$ cat src/rtl/pelican_pkg.sv
// Shared constants, types and FSM encoding for the Pelican MAC host controller.
package pelican_pkg;

  localparam int W       = 128;  // block / key / IV / tag width
  localparam int MSG_NUM = 3;    // index of the last message block

  localparam int NUM_ENTRIES = MSG_NUM + 3;  // IV, key, MSG_NUM+1 message blocks
  localparam int ADDR_W      = 3;
  localparam int IDX_W       = 3;            // message index spans 0..MSG_NUM+1
  localparam int TMO_W       = 11;

  localparam logic [ADDR_W-1:0] ADDR_IV   = 3'd0;
  localparam logic [ADDR_W-1:0] ADDR_KEY  = 3'd1;
  localparam logic [ADDR_W-1:0] ADDR_MSG0 = 3'd2;
  localparam logic [ADDR_W-1:0] ADDR_LAST = ADDR_W'(MSG_NUM + 2);

  // Last valid message index, and the "all blocks served" index.
  localparam logic [IDX_W-1:0] IDX_LAST = IDX_W'(MSG_NUM);
  localparam logic [IDX_W-1:0] IDX_OVER = IDX_W'(MSG_NUM + 1);

  typedef logic [W-1:0] blk_t;

  typedef enum logic [1:0] {
    IDLE = 2'd0,
    INIT = 2'd1,
    RUN  = 2'd2,
    CAPT = 2'd3
  } state_e;

endpackage

$ cat src/rtl/pelican_host_ctrl_if.sv
// Software-side buffer/run bus plus the MAC core handshake, bundled as one interface.
interface pelican_host_ctrl_if;
  import pelican_pkg::*;

  // software side
  logic              wr_en;
  logic [ADDR_W-1:0] wr_addr;
  blk_t              wr_data;
  logic              start;
  blk_t              exp_tag;
  logic              busy;
  blk_t              tag;
  logic              tag_valid;
  logic              tag_match;
  logic              err;

  // MAC core side
  logic              core_rst;
  logic              core_load_iv;
  blk_t              core_din;
  logic              core_load_k;
  logic              core_load_m;
  blk_t              core_dout;
  logic              core_done;

  // Controller view.
  modport slave (
    input  wr_en, wr_addr, wr_data, start, exp_tag,
    output busy, tag, tag_valid, tag_match, err,
    output core_rst, core_load_iv, core_din,
    input  core_load_k, core_load_m, core_dout, core_done
  );

  // Software / core view.
  modport master (
    output wr_en, wr_addr, wr_data, start, exp_tag,
    input  busy, tag, tag_valid, tag_match, err,
    input  core_rst, core_load_iv, core_din,
    output core_load_k, core_load_m, core_dout, core_done
  );

endinterface

$ cat src/rtl/pelican_blk_buf.sv
// Block buffer: IV, key and message blocks with one write port and three read taps.
module pelican_blk_buf
  import pelican_pkg::*;
(
  input  logic              clk,
  input  logic              wr_en_i,
  input  logic [ADDR_W-1:0] wr_addr_i,
  input  blk_t              wr_data_i,
  input  logic [IDX_W-1:0]  msg_idx_i,
  output blk_t              iv_o,
  output blk_t              key_o,
  output blk_t              msg_o
);

  blk_t              mem_q [NUM_ENTRIES];
  logic [IDX_W-1:0]  msg_sel;
  logic [ADDR_W-1:0] msg_addr;

  // Store a software write; addresses past the last message block are dropped.
  // NOTE: the buffer is plain data storage refilled by software, so it has no reset.
  always_ff @(posedge clk) begin
    if (wr_en_i && (wr_addr_i <= ADDR_LAST)) begin
      mem_q[wr_addr_i] <= wr_data_i;
    end
  end

  // Once every block has been served the index sits one past the end; keep
  // presenting the last block in that case.
  assign msg_sel  = (msg_idx_i > IDX_LAST) ? IDX_LAST : msg_idx_i;
  assign msg_addr = ADDR_MSG0 + ADDR_W'(msg_sel);

  assign iv_o  = mem_q[ADDR_IV];
  assign key_o = mem_q[ADDR_KEY];
  assign msg_o = mem_q[msg_addr];

endmodule

$ cat src/rtl/pelican_host_ctrl.sv
// Host controller for the Pelican MAC core: sequences reset, IV load, key and
// message service, then captures and compares the tag.
module pelican_host_ctrl
  import pelican_pkg::*;
#(
  parameter int TIMEOUT = 2047
) (
  input  logic clk,
  input  logic rst,
  pelican_host_ctrl_if.slave bus
);

  state_e            state_q, state_d;
  logic [IDX_W-1:0]  msg_idx_q, msg_idx_d;
  logic [TMO_W-1:0]  tmo_q, tmo_d;
  logic              m_pend_q;
  logic              err_q, err_d;
  blk_t              tag_q, tag_d;
  logic              tag_valid_q;
  logic              tag_match_q, tag_match_d;
  blk_t              exp_q, exp_d;

  logic              load_iv;
  blk_t              iv_blk, key_blk, msg_blk;

  pelican_blk_buf u_buf (
    .clk       (clk),
    .wr_en_i   (bus.wr_en && (state_q == IDLE)),
    .wr_addr_i (bus.wr_addr),
    .wr_data_i (bus.wr_data),
    .msg_idx_i (msg_idx_q),
    .iv_o      (iv_blk),
    .key_o     (key_blk),
    .msg_o     (msg_blk)
  );

  // State and datapath registers with synchronous reset.
  // NOTE: sequential state uses non-blocking assignments so every register samples pre-edge values.
  always_ff @(posedge clk) begin
    if (rst) begin
      state_q     <= IDLE;
      msg_idx_q   <= '0;
      tmo_q       <= '0;
      m_pend_q    <= 1'b0;
      err_q       <= 1'b0;
      tag_q       <= '0;
      tag_valid_q <= 1'b0;
      tag_match_q <= 1'b0;
      exp_q       <= '0;
    end else begin
      state_q     <= state_d;
      msg_idx_q   <= msg_idx_d;
      tmo_q       <= tmo_d;
      // The core samples din one cycle after raising load_m.
      m_pend_q    <= (state_q == RUN) && bus.core_load_m;
      err_q       <= err_d;
      tag_q       <= tag_d;
      // Pulses alongside the freshly captured tag and match flag.
      tag_valid_q <= (state_q == CAPT);
      tag_match_q <= tag_match_d;
      exp_q       <= exp_d;
    end
  end

  // Next-state logic for the run sequencer.
  // NOTE: every variable gets a default first so no path leaves one unassigned and infers a latch.
  always_comb begin
    state_d     = state_q;
    msg_idx_d   = msg_idx_q;
    tmo_d       = '0;
    err_d       = err_q;
    tag_d       = tag_q;
    tag_match_d = tag_match_q;
    exp_d       = exp_q;

    unique case (state_q)
      IDLE: begin
        if (bus.start) begin
          exp_d       = bus.exp_tag;
          err_d       = 1'b0;
          tag_match_d = 1'b0;
          msg_idx_d   = '0;
          state_d     = INIT;
        end
      end
      INIT: state_d = RUN;
      RUN: begin
        tmo_d = tmo_q + TMO_W'(1);
        // Advance past a block once the core has sampled it.
        if (m_pend_q && (msg_idx_q <= IDX_LAST)) begin
          msg_idx_d = msg_idx_q + IDX_W'(1);
        end
        if (bus.core_load_m && (msg_idx_q == IDX_OVER)) begin
          err_d = 1'b1;
        end
        // A done arriving on the timeout cycle still counts as success.
        if (bus.core_done) begin
          state_d = CAPT;
        end else if (tmo_q == TMO_W'(TIMEOUT)) begin
          err_d   = 1'b1;
          state_d = IDLE;
        end
      end
      CAPT: begin
        tag_d       = bus.core_dout;
        tag_match_d = (bus.core_dout == exp_q);
        state_d     = IDLE;
      end
      default: state_d = IDLE;
    endcase
  end

  assign load_iv = (state_q == INIT);

  // The core is held in reset until its IV has been loaded.
  assign bus.core_rst     = (state_q == IDLE) || (state_q == INIT);
  assign bus.core_load_iv = load_iv;
  assign bus.core_din     = load_iv         ? iv_blk  :
                            bus.core_load_k ? key_blk :
                                              msg_blk;

  assign bus.busy      = (state_q != IDLE);
  assign bus.tag       = tag_q;
  assign bus.tag_valid = tag_valid_q;
  assign bus.tag_match = tag_match_q;
  assign bus.err       = err_q;

endmodule

$ cat src/flat_wrapper.sv
// flat-port wrapper written by rule: the top's interface ports become plain ports
module pelican_host_ctrl_flat import pelican_pkg::*;
#(
  parameter int TIMEOUT = 2047
)
  (clk, rst, bus_wr_en, bus_wr_addr, bus_wr_data, bus_start, bus_exp_tag, bus_busy, bus_tag, bus_tag_valid, bus_tag_match, bus_err, bus_core_rst, bus_core_load_iv, bus_core_din, bus_core_load_k, bus_core_load_m, bus_core_dout, bus_core_done);
  pelican_host_ctrl_if bus_i ();
  input  logic clk;
  input  logic rst;
  input wire logic [$bits(bus_i.wr_en)-1:0] bus_wr_en;
  input wire logic [$bits(bus_i.wr_addr)-1:0] bus_wr_addr;
  input wire logic [$bits(bus_i.wr_data)-1:0] bus_wr_data;
  input wire logic [$bits(bus_i.start)-1:0] bus_start;
  input wire logic [$bits(bus_i.exp_tag)-1:0] bus_exp_tag;
  output wire logic [$bits(bus_i.busy)-1:0] bus_busy;
  output wire logic [$bits(bus_i.tag)-1:0] bus_tag;
  output wire logic [$bits(bus_i.tag_valid)-1:0] bus_tag_valid;
  output wire logic [$bits(bus_i.tag_match)-1:0] bus_tag_match;
  output wire logic [$bits(bus_i.err)-1:0] bus_err;
  output wire logic [$bits(bus_i.core_rst)-1:0] bus_core_rst;
  output wire logic [$bits(bus_i.core_load_iv)-1:0] bus_core_load_iv;
  output wire logic [$bits(bus_i.core_din)-1:0] bus_core_din;
  input wire logic [$bits(bus_i.core_load_k)-1:0] bus_core_load_k;
  input wire logic [$bits(bus_i.core_load_m)-1:0] bus_core_load_m;
  input wire logic [$bits(bus_i.core_dout)-1:0] bus_core_dout;
  input wire logic [$bits(bus_i.core_done)-1:0] bus_core_done;
  assign bus_i.wr_en = bus_wr_en;
  assign bus_i.wr_addr = bus_wr_addr;
  assign bus_i.wr_data = bus_wr_data;
  assign bus_i.start = bus_start;
  assign bus_i.exp_tag = bus_exp_tag;
  assign bus_busy = bus_i.busy;
  assign bus_tag = bus_i.tag;
  assign bus_tag_valid = bus_i.tag_valid;
  assign bus_tag_match = bus_i.tag_match;
  assign bus_err = bus_i.err;
  assign bus_core_rst = bus_i.core_rst;
  assign bus_core_load_iv = bus_i.core_load_iv;
  assign bus_core_din = bus_i.core_din;
  assign bus_i.core_load_k = bus_core_load_k;
  assign bus_i.core_load_m = bus_core_load_m;
  assign bus_i.core_dout = bus_core_dout;
  assign bus_i.core_done = bus_core_done;
  pelican_host_ctrl #(.TIMEOUT(TIMEOUT)) u_core (.clk(clk), .rst(rst), .bus(bus_i));
endmodule
$ cat config.mk
export PLATFORM = sky130hd
export DESIGN_NAME = pelican_host_ctrl_flat
export DESIGN_NICKNAME = d
export VERILOG_FILES = /design/src/rtl/pelican_pkg.sv /design/src/rtl/pelican_host_ctrl_if.sv /design/src/rtl/pelican_blk_buf.sv /design/src/rtl/pelican_host_ctrl.sv /design/src/flat_wrapper.sv
export SDC_FILE = /design/constraint.sdc
export NUM_CORES = 1
export LEC_CHECK = 0
export ABC_CLOCK_PERIOD_IN_PS = 9000
export CAP_MARGIN = 20
export CORE_UTILIZATION = 28
export CTS_CLUSTER_SIZE = 8
export DETAILED_ROUTE_END_ITERATION = 10
export PLACE_DENSITY_LB_ADDON = 0.12
export SLEW_MARGIN = 10
export SYNTH_ARGS = -nofsm -noshare
export SYNTH_HDL_FRONTEND = slang
export SYNTH_SLANG_ARGS = --single-unit
$ cat constraint.sdc
create_clock -name clk -period 9 [get_ports clk]
set_clock_uncertainty 0.05 [all_clocks]
set_input_delay 2.25 -clock clk [delete_from_list [all_inputs] [get_ports clk]]
set_output_delay 2.25 -clock clk [all_outputs]
set_load 0.05 [all_outputs]
==> metrics.yaml, run 1 <==
outcome:
  status: "finished, final reports clean"
synth:
  synth_nets: 3712
  synth-main-ff-cell: "edfxtp_1"
  synthTopCellsByCount: "768 x edfxtp_1, 752 x nand2_1, 417 x a21oi_1"
  syn_inst: 3314
  ys_top_cells_by_area: "edfxtp_1 55%, dfxtp_1 13%, nand2_1 6.8%"
  netlist_area_sq_um: 41600
  ys_ff_latch: 1044
  synth-async-reset-ratio_pct: 0
  seq_area_frac_synth_pct: 68.7
  ys.warnings.count: 0
  synth_area_leader_cell: "edfxtp_1"
  synth_edf_count: 768
  synth_top_area_share_pct: 55.4
  yosys.cell_count.top_type: "edfxtp_1"
  syn_avg_cell_area_sq_um: 12.6
  ys_types: 49
cts:
  cts.htree.levels: 4
  cts_made_buffers: 151
  clock-sinks: 1044
  postCtsHoldBufs: 0
  cts_root_buf: "clkbuf_16"
  cts_setup_buffers: 0
  path_clk_slew_ns: 0.05
  cts_tree: "built"
  clk_latency_ns: 0.75
  ctsResizeCount: 0
  clockBufferDepth: 3
global_route:
  grt_pass1_wl_microns: 209000
  grt_max_degree: 111
  overflow: 0
  antenna_found_initial: 31
  grt_pass1_vias: 28600
  grt_use_total_pct: 19.1
sta:
  grt_setup_unrepaired: "no"
  fin_ws_ns: 1.95
  finalSetupTns_ns: 0
  drv_slew: 0
  worst_pin_slew_ns: 1.11
  period_minus_slack_ns: 7.05
  relSlewSlack_pct: 25.3
  finalCritPeriodShare_pct: 78.3
  finalSetupViolCount: 0
  fmax_mhz: 142
  finalHoldViolations: 0
place:
  dpl.hpwl_microns: 95100
  gp_congestion: 0.840
  port_buffers: 655
  pre_cts_slack_ns: 1.99
power:
  leakagePower_nw: 18.5
  cellPowerDensity_nw_per_um2: 217
  ir_drop_uv: 234
routing:
  drt-wirelength-per-cell_microns: 24.8
  dr.pass1.iters: 5
  drc: 0
  drt-initial-drc-count: 1357
  drt_wl_total_microns: 147000
  avgViaCountPerCell: 4.81
  vias: 28500
  ant_nets: 0
worst_setup_path:
  end_kind: "output pin"
  cp_data_arrival_time_ns: 4.75
  cp-start-kind: "input port"
  crit_fanout: 62
  worstSetupStartpoint: "bus_core_load_k"
  crit_type: "in -> out"
  r2r_start: "u_core.state_q[0]"
  worstPathRequired_ns: 6.70
worst_hold_path:
  hold_path.class: "reg -> reg"
  hp-start: "u_core.tmo_q[0]"
die:
  dieArea_sq_um: 150000
  initial_core_util_pct: 28.2
  core-area_sq_um: 148000
  io_pins: 656
  die_x_microns: 388
  die_y_microns: 388
  num_rows: 141
job:
  drv_cap: 0
final_layout:
  syn_to_final_growth_pct: 30.5
  fin_nets: 4345
  multi_input_area_sq_um: 11900
  nFillCells: 14400
  regArea_sq_um: 28600
  drive_gt1_share_pct: 7.44
## cells by family (layout without fill, tap and decap cells)
| kind of cell | after synthesis | in the layout | share of synthesized area (%) |
|---|---|---|---|
| other | 0 | 7 | 0 |
| DFF | 1044 | 1044 | 68.7 |
| adders and majority gates | 4 | 4 | 0.120 |
| AOI/OAI and AO/OA | 761 | 761 | 10.8 |
| and+or+nand+nor | 956 | 956 | 9.15 |
| buffers and inverters | 272 | 939 | 2.94 |
| xor gates and xnor gates | 84 | 84 | 1.77 |
| muxes | 193 | 193 | 6.53 |
## state kept, by name (all words and copies together) (netlist names), 2 cells and up
| register | count |
|---|---|
| u_core.bus.tag | 128 |
| u_core.exp_q | 128 |
| u_core.msg_idx_q | 3 |
| u_core.state_q | 2 |
| u_core.tmo_q | 11 |
| u_core.u_buf.mem_q | 768 |
## per-stage QoR
stage	utilization, %	hold WS, ns	power [mW]	cells	instance area [sq um]
6_report	36.8	0.391	11.8	5918	54400
5_1_grt	36.8	0.416	12.2	5914	54300
4_1_cts	36.8	0.396	12.0	5911	54300
3_5_place_dp	34.0	0.386	6.69	5724	50100
3_3_place_gp	34.0	0.379	6.69	5724	50100
2_1_floorplan	-	0.363	6.07	3314	41600
## cell usage in the layout, fill, tap and decap left out, drive strengths merged, types with 7 or more instances in the layout
master	instances
o22a	28
o21ai	94
xor2	64
clkinv	11
dfxtp	276
nand2	752
nor2b	15
a31oi	64
clkbuf	172
inv	57
o2bb2ai	7
nand4	10
nor2	120
nand2b	10
edfxtp	768
buf	44
mux2i	130
a21oi	417
nor4	19
diode	7
clkdlybuf4s50	653
o21ba	37
o221ai	39
nand3	8
xnor2	20
o22ai	51
mux4	63
## power breakdown
group / switching, mW / leakage, nW / internal, mW
clock network: 2.09 / 2.04 / 3.10
logic: 0.798 / 7.28 / 0.426
registers: 0.0561 / 9.20 / 5.30
total: 2.94 / 18.5 / 8.83
## routing by layer
| layer | vias up | track usage [%] | share of wire (%) |
|---|---|---|---|
| met2 | 840 | 33.0 | 50 |
| met5 | - | 0 | 0.15 |
| met1 | 14100 | 22.3 | 40 |
| met4 | 34 | 6.67 | 3.2 |
| li1 | 13300 | - | - |
| met3 | 243 | 5.80 | 6.7 |
## critical path, cell delays in order
cell             delay, ns
buf_6                 0.38
nand2b_2              0.25
buf_4                 0.55
o221ai_1              0.25
nand2_1               0.13
clkdlybuf4s50_1       0.80
## path summary, 6_finish.rpt
path                          endpoint  cells past startpoint  slack [ns]
min reg2reg            u_core.tmo_q[0]                      1        0.39
max reg2reg  u_core.u_buf.mem_q[2][12]                      6        5.55
min                    u_core.tmo_q[0]                      1        0.39
max                   bus_core_din[56]                      6        1.95
## area by class of cell
cell class,instances,area share [%]
multi-input combinational,1998,21.9
tap,1930,4.44
antenna,7,0.0322
timing repair buffer,697,12.9
clock inverter,15,0.525
inverter,55,0.389
clock buffer,172,7.21
sequential,1044,52.6
(Power assumes the default switching activity.)
==> run 2: changes to the inputs <==
Settings changed: ABC_CLOCK_PERIOD_IN_PS 9000 to 6940.
Clock period 9 ns to 6.94 ns, I/O delays scaled along.
==> metrics.yaml, run 2 (synthesis gave the netlist of run 1 again) <==
outcome:
  status: "finished, final reports clean"
final_layout:
  largest_register: "u_core.u_buf.mem_q"
  final_common_cell: "edfxtp_1"
  drive_gt1_share_pct: 7.97  # +0.53 points
  syn_to_final_growth_pct: 30.9
  multi_input_area_sq_um: 11900  # about the same
  final_cell_mix: "768 x edfxtp_1, 747 x nand2_1, 653 x clkdlybuf4s50_1, 417 x a21oi_1, 275 x dfxtp_1"
  fin_nets: 4370  # +0.58%
  largest_register_ffs: 768  # unchanged
  nFillCells: 14400  # +0.097%
  regArea_sq_um: 28600  # unchanged
worst_hold_path:
  hp-start: "u_core.tmo_q[0]"
  hold_path.class: "reg -> reg"
sta:
  drv_slew: 0  # unchanged
  fmax_mhz: 158
  finalSetupTns_ns: 0  # unchanged
  worst_pin_slew_ns: 1.10  # -0.00785 ns
  relSlewSlack_pct: 26.5  # +1.2 points
  fin_ws_ns: 0.607  # -1.34 ns
  finalSetupViolCount: 0  # unchanged
  finalHoldViolations: 0  # unchanged
  grt_setup_unrepaired: "no"
  hold-worst-slack_ns: 0.394  # +0.00262 ns
  finalCritPeriodShare_pct: 91.3
  period_minus_slack_ns: 6.33
global_route:
  antenna_found_initial: 18  # -42%
  grt_max_degree: 137  # +23%
  grt_pass1_wl_microns: 211000  # +0.99%
  grt_use_total_pct: 19.3  # +0.14 points
  grt_pass1_vias: 28800  # +0.55%
  overflow: 0  # unchanged
worst_setup_path:
  cpMostUsedCell: "ha_1"
  worstSetupStartpoint: "u_core.msg_idx_q[0]"
  cp_data_arrival_time_ns: 4.55  # -0.20 ns
  worstPathRequired_ns: 5.16  # -1.54 ns
  crit_chain: "ha_1 -> ha_1 -> nand3_1 -> nand2_2 -> buf_4 -> o22ai_1 -> o21ba_1 -> o221ai_1 -> nand2_1 -> clkdlybuf4s50_1"
  crit_type: "reg -> out"
  r2r_start: "u_core.state_q[0]"
  end_kind: "output pin"
  max_stage_delay_ns: 0.79  # about the same
  critPathSlowestCell: "clkdlybuf4s50_1"
  cp-start-kind: "flip-flop"
  crit_fanout: 19  # -69%
routing:
  ant_nets: 0  # unchanged
  drc: 0  # unchanged
  drt_wl_total_microns: 148000  # +0.55%
  vias: 28600  # +0.46%
  avgViaCountPerCell: 4.82  # +0.18%
  drt-initial-drc-count: 1466  # +8.0%
  dr.pass1.iters: 5  # unchanged
  drt-wirelength-per-cell_microns: 24.9  # +0.26%
cts:
  cts_made_buffers: 149  # -1.3%
  cts_root_buf: "clkbuf_16"
  clk_latency_ns: 0.77  # +0.02 ns
  cts_setup_buffers: 0  # unchanged
  cts_tree: "built"
  cts.htree.levels: 4  # unchanged
  clock-sinks: 1044  # unchanged
  path_clk_slew_ns: 0.05  # about the same
  ctsResizeCount: 0  # unchanged
  postCtsHoldBufs: 0  # unchanged
  clockBufferDepth: 3  # unchanged
power:
  ir_drop_uv: 177  # -24%
  fin_total_pwr_mw: 15.1  # +29%
  cellPowerDensity_nw_per_um2: 278  # +28%
  leakagePower_nw: 18.6  # +0.55%
die:
  num_rows: 141  # unchanged
  io_pins: 656  # unchanged
  die_x_microns: 388  # unchanged
  dieArea_sq_um: 150000  # unchanged
  core-area_sq_um: 148000  # unchanged
  die_y_microns: 388  # unchanged
  initial_core_util_pct: 28.2  # unchanged
place:
  gp_congestion: 0.830  # -1.2%
  pre_cts_slack_ns: 0.865  # -1.13 ns
  dpl.hpwl_microns: 98200  # +3.3%
  port_buffers: 655  # unchanged
job:
  drv_cap: 0  # unchanged
run 2: final cells by class:
class	instances	area share [%]
inverters	55	0.388
clock buffers	170	7.06
diodes	2	0.00918
clock inverters	12	0.418
repair buffers	724	13.4
multi-input cells	1998	21.9
well taps	1930	4.43
flip-flops and latches	1044	52.4
run 2: per-layer routing:
| layer | up-vias | share of wire, % | track usage (%) |
|---|---|---|---|
| li1 | 13400 | - | - |
| met1 | 14200 | 41 | 22.8 |
| met2 | 796 | 50 | 33.6 |
| met3 | 221 | 6.2 | 5.47 |
| met4 | 32 | 2.6 | 5.74 |
| met5 | - | 0.14 | 0 |
run 2: power by group:
part	internal [mW]	total, mW	switching, mW
Sequential	6.87	6.94	0.0713
Clock	3.88	6.58	2.70
Combinational	0.561	1.61	1.04
run 2: critical path, delay by kind of cell (launching register included):
family	cells	cell delay, ns
adders and majority gates	2	0.45
DFF	1	0.44
buffers and inverters	2	1.13
AOI/OAI and AO/OA	3	0.84
and+or+nand+nor	3	0.89
run 2: final timing paths:
kind                              endpoint  slack, ns  depth (start not counted)
setup / recovery         bus_core_din[120]       0.61                         10
hold reg to reg            u_core.tmo_q[0]       0.39                          1
setup reg to reg  u_core.u_buf.mem_q[1][1]       3.75                          5
hold / removal             u_core.tmo_q[0]       0.39                          1
run 2: per-stage QoR:
| step | instances | instance area (sq um) | utilization [%] |
|---|---|---|---|
| after floorplan | 3314 | 41600 | - |
| after global placement | 5751 | 50400 | 34.2 |
| after detailed placement | 5751 | 50400 | 34.2 |
| after CTS | 5933 | 54500 | 36.9 |
| after global routing | 5934 | 54500 | 36.9 |
| final | 5935 | 54500 | 36.9 |
